[config.mk]
export PLATFORM = sky130hd
export DESIGN_NAME = parking_gate_arbiter
export DESIGN_NICKNAME = d
export VERILOG_FILES = /design/src/rtl/parking_gate_arbiter.sv
export SDC_FILE = /design/constraint.sdc
export NUM_CORES = 1
export LEC_CHECK = 0
export ABC_AREA = 0
export CORE_AREA = 2 2 71 107
export DETAILED_ROUTE_END_ITERATION = 12
export DIE_AREA = 0 0 73 109
export RECOVER_POWER = 100
export SYNTH_ARGS = -nofsm -noshare
export SYNTH_HDL_FRONTEND = slang
export SYNTH_SLANG_ARGS = --single-unit
[constraint.sdc]
create_clock -name clk -period 2.7 [get_ports clk]
set_input_delay 0.405 -clock clk [delete_from_list [all_inputs] [get_ports clk]]
set_output_delay 0.405 -clock clk [all_outputs]
set_load 0.02 [all_outputs]
[src/rtl/parking_gate_arbiter.sv]
// parking_gate_arbiter
//   Single gate shared by an entry lane and an exit lane. A four-state FSM
//   (IDLE, ENTRY_OPEN, EXIT_OPEN, CLOSING) opens the gate for one vehicle at
//   a time, round-robins between the lanes when both are waiting, tracks the
//   parked count and closes on pass_done or on an open-gate timeout.
//
//   Optional feature: define GATE_FLASH_EN to build the warning-lamp divider.
//   Without it, flash is tied low and no divider exists.
//
//   Handshake: entry_req/exit_req are levels, sampled only in IDLE; a grant
//   is the one-cycle grant_entry/grant_exit pulse on the first open cycle.
//   pass_done is a one-cycle pulse honoured only in an OPEN state.
//
//   All outputs come straight from flops. Each flop <sig>_q is loaded from
//   <sig>_d, which is computed from the next state so outputs line up with
//   the state they describe.
module parking_gate_arbiter #(
  parameter int CAPACITY    = 40,
  parameter int CNT_W       = 6,
  parameter int OPEN_TICKS  = 10000000,
  parameter int CLOSE_TICKS = 1000000,
  parameter int FLASH_DIV   = 5000000
) (
  input  logic             clk,
  input  logic             reset,
  input  logic             entry_req,
  input  logic             exit_req,
  input  logic             pass_done,
  output logic             gate_open,
  output logic             grant_entry,
  output logic             grant_exit,
  output logic             timeout,
  output logic [CNT_W-1:0] occupancy,
  output logic             full,
  output logic             empty,
  output logic             busy,
  output logic             flash
);

  typedef enum logic [1:0] {
    IDLE       = 2'd0,
    ENTRY_OPEN = 2'd1,
    EXIT_OPEN  = 2'd2,
    CLOSING    = 2'd3
  } state_t;

  // One shared tick counter serves both the open timeout and the close guard.
  localparam int TICK_MAX = (OPEN_TICKS > CLOSE_TICKS) ? OPEN_TICKS : CLOSE_TICKS;
  localparam int TICK_W   = (TICK_MAX > 1) ? $clog2(TICK_MAX) : 1;

  localparam logic [TICK_W-1:0] OPEN_LAST  = TICK_W'(OPEN_TICKS - 1);
  localparam logic [TICK_W-1:0] CLOSE_LAST = TICK_W'(CLOSE_TICKS - 1);
  localparam logic [TICK_W-1:0] TICK_ONE   = TICK_W'(1);
  localparam logic [CNT_W-1:0]  CAP        = CNT_W'(CAPACITY);
  localparam logic [CNT_W-1:0]  OCC_ONE    = CNT_W'(1);

  state_t            state_q, state_d;
  logic [TICK_W-1:0] tick_q, tick_d;
  logic [CNT_W-1:0]  occ_q, occ_d;
  logic              last_exit_q, last_exit_d;  // 1: exit lane won the last grant
  logic              gate_open_q, gate_open_d;
  logic              grant_entry_q, grant_entry_d;
  logic              grant_exit_q, grant_exit_d;
  logic              timeout_q, timeout_d;
  logic              full_q, full_d;
  logic              empty_q, empty_d;
  logic              busy_q, busy_d;

  logic entry_ok;
  logic exit_ok;

  // A lane is only eligible if serving it cannot push occupancy out of range.
  assign entry_ok = entry_req & ~full_q;
  assign exit_ok  = exit_req & ~empty_q;

  // Next-state, counter, occupancy and registered-output computation.
  always_comb begin
    state_d       = state_q;
    tick_d        = tick_q + TICK_ONE;
    occ_d         = occ_q;
    last_exit_d   = last_exit_q;
    grant_entry_d = 1'b0;
    grant_exit_d  = 1'b0;
    timeout_d     = 1'b0;

    case (state_q)
      IDLE: begin
        tick_d = '0;
        // On a tie, the lane that did not win last time goes first.
        if (entry_ok && (!exit_ok || last_exit_q)) begin
          state_d       = ENTRY_OPEN;
          grant_entry_d = 1'b1;
          last_exit_d   = 1'b0;
        end else if (exit_ok) begin
          state_d      = EXIT_OPEN;
          grant_exit_d = 1'b1;
          last_exit_d  = 1'b1;
        end
      end

      ENTRY_OPEN, EXIT_OPEN: begin
        // pass_done takes priority over a timeout landing on the same cycle.
        if (pass_done) begin
          state_d = CLOSING;
          tick_d  = '0;
          if (state_q == ENTRY_OPEN) begin
            if (occ_q != CAP) occ_d = occ_q + OCC_ONE;
          end else begin
            if (occ_q != '0) occ_d = occ_q - OCC_ONE;
          end
        end else if (tick_q == OPEN_LAST) begin
          state_d   = CLOSING;
          tick_d    = '0;
          timeout_d = 1'b1;
        end
      end

      CLOSING: begin
        if (tick_q == CLOSE_LAST) begin
          state_d = IDLE;
          tick_d  = '0;
        end
      end

      default: begin
        state_d = IDLE;
        tick_d  = '0;
      end
    endcase

    gate_open_d = (state_d == ENTRY_OPEN) || (state_d == EXIT_OPEN);
    busy_d      = (state_d != IDLE);
    full_d      = (occ_d == CAP);
    empty_d     = (occ_d == '0);
  end

  // State and output registers; reset closes the gate without a clock edge.
  always_ff @(posedge clk or negedge reset) begin
    if (!reset) begin
      state_q       <= IDLE;
      tick_q        <= '0;
      occ_q         <= '0;
      last_exit_q   <= 1'b1;
      gate_open_q   <= 1'b0;
      grant_entry_q <= 1'b0;
      grant_exit_q  <= 1'b0;
      timeout_q     <= 1'b0;
      full_q        <= 1'b0;
      empty_q       <= 1'b1;
      busy_q        <= 1'b0;
    end else begin
      state_q       <= state_d;
      tick_q        <= tick_d;
      occ_q         <= occ_d;
      last_exit_q   <= last_exit_d;
      gate_open_q   <= gate_open_d;
      grant_entry_q <= grant_entry_d;
      grant_exit_q  <= grant_exit_d;
      timeout_q     <= timeout_d;
      full_q        <= full_d;
      empty_q       <= empty_d;
      busy_q        <= busy_d;
    end
  end

  assign gate_open   = gate_open_q;
  assign grant_entry = grant_entry_q;
  assign grant_exit  = grant_exit_q;
  assign timeout     = timeout_q;
  assign occupancy   = occ_q;
  assign full        = full_q;
  assign empty       = empty_q;
  assign busy        = busy_q;

`ifdef GATE_FLASH_EN
  localparam int FLASH_W = (FLASH_DIV > 1) ? $clog2(FLASH_DIV) : 1;
  localparam logic [FLASH_W-1:0] FLASH_LAST = FLASH_W'(FLASH_DIV - 1);
  localparam logic [FLASH_W-1:0] FLASH_ONE  = FLASH_W'(1);

  logic               flash_q, flash_d;
  logic [FLASH_W-1:0] flash_cnt_q, flash_cnt_d;

  // Lamp is dark in IDLE, lights on the first open cycle, then toggles
  // every FLASH_DIV cycles until the gate has fully closed.
  always_comb begin
    flash_d     = flash_q;
    flash_cnt_d = flash_cnt_q;
    if (state_d == IDLE) begin
      flash_d     = 1'b0;
      flash_cnt_d = '0;
    end else if (state_q == IDLE) begin
      flash_d     = 1'b1;
      flash_cnt_d = '0;
    end else if (flash_cnt_q == FLASH_LAST) begin
      flash_d     = ~flash_q;
      flash_cnt_d = '0;
    end else begin
      flash_cnt_d = flash_cnt_q + FLASH_ONE;
    end
  end

  // Lamp divider registers.
  always_ff @(posedge clk or negedge reset) begin
    if (!reset) begin
      flash_q     <= 1'b0;
      flash_cnt_q <= '0;
    end else begin
      flash_q     <= flash_d;
      flash_cnt_q <= flash_cnt_d;
    end
  end

  assign flash = flash_q;
`else
  assign flash = 1'b0;
`endif

endmodule

---- After elaboration in Yosys (flattened, before gate mapping) ----
Cells that the tools add are included.
operators by class
  add/sub/neg operators ................... 3
  eq/ne operators ......................... 9
  mux-type cells .......................... 25
  bitwise logic cells ..................... 4
  reduce and logical (&&, ||, !) cells .... 11
operators with widths
  cell                   number
  $mux 24                3
  $pmux 24 s3            1
  $mux 6                 5
  $add 24x1->24 const B  1
  $eq 24x20->1 const B   1
  $eq 24x24->1 const B   1
  $mux 1                 10
  $mux 2                 5
  $add 6x1->6 const B    1
  $eq 2x2->1 const B     3
  $eq 6x6->1 const B     1
  $logic_not 6->1        1
  $ne 6x6->1 const B     1
  $pmux 2 s3             1
  $reduce_bool 6->1      1
  $sub 6x1->6 const B    1
  $eq 2x1->1 const B     2
  $reduce_bool 2->1      2
  $and 1x1->1            2
  $logic_not 2->1        1
  $logic_or 1x1->1       2
  $not 1->1              2
  $reduce_and 2->1       1
  $reduce_or 2->1        1
  2 further kinds        2
word-level totals
  bits in registers ....................... 40
  input bits .............................. 5
  word-level logic and storage cells ...... 63

---- Longest topological paths before layout ----
  depth after elaboration ................. 9
  gate-level depth with buffers ........... 10
  mapped depth without buffers ............ 9

---- Worst setup path before layout ----
Ideal clock, no wire load.
  path type ............................... register -> register
  start point ............................. register tick_q[10]
  end point ............................... register gate_open_q (netlist: gate_open)
  library setup time ...................... 0.126 ns
  arrival time ............................ 2.254 ns
  required time ........................... 2.574 ns
  slack ................................... 0.320 ns
  stages on the path, launching flop included .. 7
  path buffers ............................ 0
  cells stage by stage .................... dfrtp_1 -> or4_1 -> or3_1 -> or3_4 -> a211o_1 -> o311ai_0 -> ha_1
between the ends
  cells in the longest elaborated chain, start to end .. 6
  elaborated cells between the ends (all ways) .. 9
ends and longest elaborated chain
  element                                          line  source
  start, declared                                  58    logic [TICK_W-1:0] tick_q, tick_d;
  start signal, assigned                           153   tick_q <= tick_d;
  $eq 24x24->1                                     111   end else if (tick_q == OPEN_LAST) begin
  $mux 2                                           111
  $mux 2                                           103   if (pass_done) begin
  $pmux 2 s3 *                                     86    case (state_q)
  $eq 2x1->1 / $eq 2x2->1 (equally long branches)  131   gate_open_d = (state_d == ENTRY_OPEN) || (state_d == EXIT_OPEN);
  $logic_or 1x1->1 *                               131
  named net gate_open_d                            61    logic gate_open_q, gate_open_d;
  end signal, assigned                             156   gate_open_q <= gate_open_d;
  end, declared                                    61
Mark *: on every way through the listed nets, which the timed path passes. The rest lies on a longest branch.
A chain may end at the register's enable or synchronous reset.

---- Worst setup path after layout ----
  start point ............................. register tick_q[14]
  end point ............................... register tick_q[18]
between the ends
  cells in the longest elaborated chain, start to end .. 4
  elaborated cells between the ends (all ways) .. 7
ends and longest elaborated chain
  element                                               line
  $add 24x1->24 / $eq 24x24->1 (equally long branches)  79, 111
  $mux 24                                               111
  $mux 24                                               103
  $pmux 24 s3 *                                         86
  named net tick_d[18]                                  58
Marks and branches as above.

==> results.cfg <==
[synthesis]
syn-num-nets = 248
syn_inst = 236
synth_area_per_cell_sq_um = 9.39
ys_ff_latch = 40
synthArstFlopShare_pct = 100
synth_top_area_share_pct = 42.9
ys_types = 54
yosysTopAreaCell = dfrtp_1
synth_compound_area_share_pct = 9.88
synth_top_family_by_area = simple AND/OR/NAND/NOR gates
synth-simple-area-share_pct = 28.0
ys_warn_count = 0
synth_ff_type = dfrtp_1
ys_top_cells_by_area = dfrtp_1, xor2_1, nor2_1
synth_edf_count = 0
seq_area_frac_synth_pct = 45.3
synthXorXnorAreaFrac_pct = 8.30
synthMuxAreaShare_pct = 0.960
synth_area_sq_mm = 0.00222
synthAdderAreaFrac_pct = 3.95

[timing]
max-slew-margin-rel_pct = -42.0
drv_slew = 41
finalClockSkew_ns = 0.00848
worst_pin_slew_ns = 2.13
setup_viol = 0
rsz0062_at_grt = false
post-route-min-period_ns = 2.49
tns_ns = 0
min_period_over_period_pct = 92.3
final_hold_viol_count = 0
max_freq_ghz = 0.401

[final_layout]
final_net_count = 270
fillers = 736
top_register = tick_q
largest_reg_flops = 24
stdcell_area_sq_mm = 0.00257
drive_gt1_share_pct = 8.11
antennaDiodeCount = 0
final_cells = 339
area_growth_pct = 15.9

[outcome]
status = complete, but fails checks
violations = max-capacitance violations, max-slew violations

[floorplanning]
io_pins = 19
placeableCoreArea_sq_mm = 0.00708
die_h_um = 109
rows = 38
die_area_sq_mm = 0.00796
fp.dieW_um = 73
initial_core_util_pct = 31.3

[worst_setup_path]
cp_max_fo = 7
r2r_end = tick_q[18]
rrSetupSlack_ns = 0.21
cp-end-kind = flip-flop
ff2ff_path_depth = 5
critPathRequiredTime_ns = 2.87
r2r-start = tick_q[14]
crit_type = reg2reg
crit_path_start_kind = flip-flop
arrival_ns = 2.66

[route]
antenna_left = 0
via_count = 1823
first_pass_iters = 4
vias_per_cell = 5.38
drt_iter0_drc = 51
wl_per_cell_um = 13.7
drc = 0
routed_wl_um = 4650

[pwr]
pwr_density_cell_mw_per_mm2 = 920
vdd.ir_drop.worst_v = 0.000306
p_leak_uw = 0.00110

[clock_tree]
cts_tree = yes
cts_buffers = 5
cts_sinks = 40
post_cts_resized = 0
root_buffer = clkbuf_8
clock_latency_ns = 0.30
holdBufCountCts = 0
clkTransAtPathRegs_ns = 0.09
cts_setup_buffers = 0
clockBufferDepth = 2
htree_levels = 2

[placed_design]
io_buffer_count = 17
placed_cells = 331
gp_congestion = 0.847
dpl-instance-area_sq_mm = 0.00248
dp_hpwl_um = 3380

[global_route]
grt_pass1_wl_um = 7960
grt_start_max_net_pins = 41
grt-ovfl-total = 0
grt_pass1_vias = 1763
track_usage_pct = 12.6
antenna_found_initial = 0

[hold_path]
hold_depth = 2
hold_class = reg2reg
hold_start = last_exit_q
hold_end = last_exit_q

[flow_run]
max-cap-violations = 1
==> where the power goes <==
part | internal (uW) | total (uW) | switching, uW
Combinational | 421 | 1030 | 612
Sequential | 716 | 834 | 118
Clock | 274 | 494 | 221
==> cells by family after synthesis <==
logic type      after synthesis
fa+ha+maj                     7
mux                           2
simple gates                117
flops                        40
buf+inv                      17
xor+xnor                     21
compound gates               31
other cells                   1
==> critical path: stages, from the launching register on <==
cell and delay (ns):
dfrtp_1 0.45, or4b_2 0.72, nor4b_1 0.58, o32a_1 0.26
clkbuf_1 0.27, nor2_1 0.09
==> cells in the mapped netlist (2+ instances only) <==
cell type and count:
buf_4 3, nand2_1 19, a21oi_1 8, inv_1 10, o311ai_0 2, a21o_2 2, or2_2 2, xor2_1 17
dfrtp_1 38, nand3_1 16, nor2b_1 3, nand2b_1 2, a31oi_1 2, and3_1 8, o21ai_0 3, xnor2_1 4
ha_1 7, nor4_1 4, nand4_1 8, dfstp_2 2, nor3_1 6, or4_1 3, nor2_1 33, a211oi_1 2
clkbuf_1 3
==> worst max path at each step <==
stage	startpoint	endpoint	slack, ns	cells past startpoint
floorplan	tick_q[10]	gate_open	0.32	6
CTS	tick_q[6]	gate_open	0.23	6
finish	tick_q[14]	tick_q[18]	0.21	5
global route	tick_q[14]	tick_q[14]	0.08	5
global placement	tick_q[10]	gate_open	0.27	6
detailed placement	tick_q[10]	gate_open	0.24	6
==> layer usage <==
metal	global-route usage, %	vias to the layer above	routed length [um]
li1	-	888	-
met1	14.2	900	1970
met2	23.2	28	2490
met3	2.77	7	112
met4	3.70	0	78
met5	0	-	0
==> through the flow <==
step	worst slack, ns	power, uW	utilization [%]	hold slack, ns
floorplan	0.320	1570	-	0.109
global placement	0.268	1930	35.0	0.466
detailed placement	0.240	1950	35.0	0.473
CTS	0.226	2450	36.6	0.270
global route	0.0770	2570	36.2	0.526
finish	0.209	2360	36.2	0.483
==> layout make-up <==
class | count | area [sq um] | share of cell area (%)
Sequential cell | 40 | 1000 | 39.1
Tap cell | 80 | 100 | 3.90
Clock buffer | 5 | 68.8 | 2.68
Multi-Input combinational cell | 179 | 1120 | 43.8
Inverter | 10 | 37.5 | 1.46
Timing Repair Buffer | 22 | 190 | 7.41
Clock inverter | 3 | 42.5 | 1.66
==> cell usage in the layout (no fill, tap or decap), types with 2 or more instances in the layout <==
cell type        synthesis  layout
dfrtp_1                 38      38
nor2_1                  33      33
nand2_1                 19      19
xor2_1                  17      17
nand3_1                 16      16
dlygate4sd3_1            0      13
inv_1                   10      10
nand4_1                  8       8
and3_1                   8       8
a21oi_1                  8       8
ha_1                     7       7
nor3_1                   6       6
clkbuf_8                 0       5
nor4_1                   4       4
xnor2_1                  4       4
clkbuf_1                 3       4
or4_1                    3       3
nor2b_1                  3       3
o21ai_0                  3       3
clkdlybuf4s50_1          0       3
nand2b_1                 2       2
or3_1                    1       2
a211oi_1                 2       2
a21o_2                   2       2
or2_2                    2       2
o311ai_0                 2       2
a31oi_1                  2       2
dfstp_2                  2       2
buf_4                    3       2
Power figures use the tool's default switching activity.
==> RTL change (same settings) <==
The parameter `CLOSE_TICKS` goes from 1000000 to 500000.
--- a/src/rtl/parking_gate_arbiter.sv
+++ b/src/rtl/parking_gate_arbiter.sv
@@ -20,3 +20,3 @@
   parameter int OPEN_TICKS  = 10000000,
-  parameter int CLOSE_TICKS = 1000000,
+  parameter int CLOSE_TICKS = 500000,
   parameter int FLASH_DIV   = 5000000
Formal check against the unedited RTL: no difference found for any inputs over 10 cycles, from zero or initial values and one cycle with reset low; that may be too few to reach the edited logic, so the function may still have changed.
==> RTL change against the original RTL <==
- setup slack gained 130 ps
- final area is 0.44% higher
- die area unchanged
- hold slack worse by 24 ps
- critical endpoint is now full
- non-clock buffer count decreased by 3
- sequential cell count did not move
- largest cell class unchanged
- combinational power shrank 4%
- synthesized area up 2.7%
- sequential power rose by 2.9%
- clock power is 11% lower
- power fell by 3.2%
- wire length up 4.1%
- largest power group unchanged
- global-route usage increased by 0.30 points
- the run still ends with capacitance limit, slew limit left
==> RTL change: results (changes against the original RTL) <==
ys_async_sr_fraction_pct: 100  # unchanged
maxSlewViolCount: 41  # unchanged
largest_register_ffs: 24  # unchanged
post-cts-setup-buffer-count: 0  # unchanged
yosys_warnings: 0  # unchanged
synthTopCellsByCount: "dfrtp_1, nor2_1, nand2_1, nand3_1, xor2_1"
dp_hpwl_um: 3450  # +2.3%
crit_end: "full"
htree_levels: 2  # unchanged
clock_skew_ps: 5.79  # -2.70 ps
cp-startpoint: "state_q[0]"
grt_max_degree: 41  # unchanged
grt_pass1_wl_um: 8140  # +2.4%
r2r_cells: 6  # +1
peakVddDrop_v: 0.000543  # +77%
hold_path.class: "register to register"
track_usage_pct: 12.9  # +0.30 points
drtPass1Iterations: 4  # unchanged
drive_gt1_share_pct: 6.90  # -1.2 points
synthesis.nets: 257  # +3.6%
final_nets: 272  # +0.74%
max_cap_violations: 1  # unchanged
clockRootBuffer: "clkbuf_8"
cts_resized: 0  # unchanged
antenna_cells: 0  # unchanged
clk_pin_slew_ps: 80
drt_iter0_drc: 113  # +120%
gp_congestion: 0.931  # +10%
status: "finished with violations"
fin_ws_ps: 338  # +129 ps
dpl_cell_area_sq_um: 2490  # +0.50%
ys_types: 53  # -1.9%
ys_seq_area_share_pct: 44.1  # -1.2 points
clockBufferDepth: 2  # unchanged
clkLatencyLatePin_ps: 290
antenna_found_initial: 0  # unchanged
synthTopCellsByArea: "dfrtp_1, nor2_1, xor2_1"
cts_made_buffers: 5  # unchanged
failed_checks: "capacitance limit, slew limit"
wl_per_cell_um: 14.2  # +3.5%
pre_cts_ws_ps: 416  # +176 ps
grt_pass1_vias: 1732  # -1.8%
portBuffers: 17  # unchanged
p_leak_nw: 1.07  # -2.9%
arrival_ps: 2580  # -80 ps
crit_fanout: 13  # +6
vias: 1779  # -2.4%
worst_slew_pin_slew_ps: 2180  # +49.6 ps
largest-register: "tick_q"
## RTL change: power by group
| part | internal, mW | leakage (nW) | switching (mW) |
|---|---|---|---|
| Clock | 0.233 | 0.0515 | 0.206 |
| Combinational | 0.396 | 0.485 | 0.592 |
| Sequential | 0.719 | 0.532 | 0.139 |
| Total | 1.35 | 1.07 | 0.938 |
## RTL change: kinds of logic (layout without fill, tap and decap cells)
family                   count (synthesis)  after routing  synth area share [%]
AND/OR/NAND/NOR                        118            118                  28.5
flip-flops                              40             40                  44.1
AO/OA/AOI/OAI                           33             33                  9.96
buffers and inverters                   24             40                  4.90
XOR/XNOR                                21             21                  8.09
adder cells (fa/ha/maj)                  7              7                  3.85
other                                    1              1                 0.165
multiplexers                             1              1                 0.440
## RTL change: area by class of cell
type / count / area [sq um]
tap: 80 / 100
inverter: 13 / 48.8
clock buffer: 8 / 100
multi-input combinational: 181 / 1150
timing repair buffer: 19 / 176
sequential: 40 / 1000
fill: 698 / 4510
## RTL change: worst min path at each step
stage / start / to / slack, ps / cells after the start
floorplan: reset / busy / 110 / 0
global placement: tick_q[0] / tick_q[0] / 450 / 1
detailed placement: tick_q[0] / tick_q[0] / 460 / 1
CTS: reset / tick_q[0] / 280 / 1
global route: tick_q[0] / tick_q[0] / 500 / 1
finish: tick_q[0] / tick_q[0] / 460 / 1
## RTL change: per-layer routing
metal  track usage (%)  vias up  wire length [um]
met1              15.8      855              2070
met3              2.03        6               138
met4              4.89        0                62
met5                 0        -                 0
li1                  -      889                 -
met2              22.5       29              2570
## RTL change: per-stage QoR
step | utilization, % | instances | hold slack (ps)
floorplan | - | 245 | 109
global placement | 35.2 | 333 | 451
detailed placement | 35.2 | 333 | 457
CTS | 36.6 | 341 | 277
global route | 36.4 | 341 | 499
finish | 36.4 | 341 | 459
## RTL change: critical path: stages, from the launching register on
cell	delay, ps
dfrtp_1	430
ha_1	380
or4b_1	550
a21o_1	190
a22o_1	200
nor4_1	330
nor3b_2	210
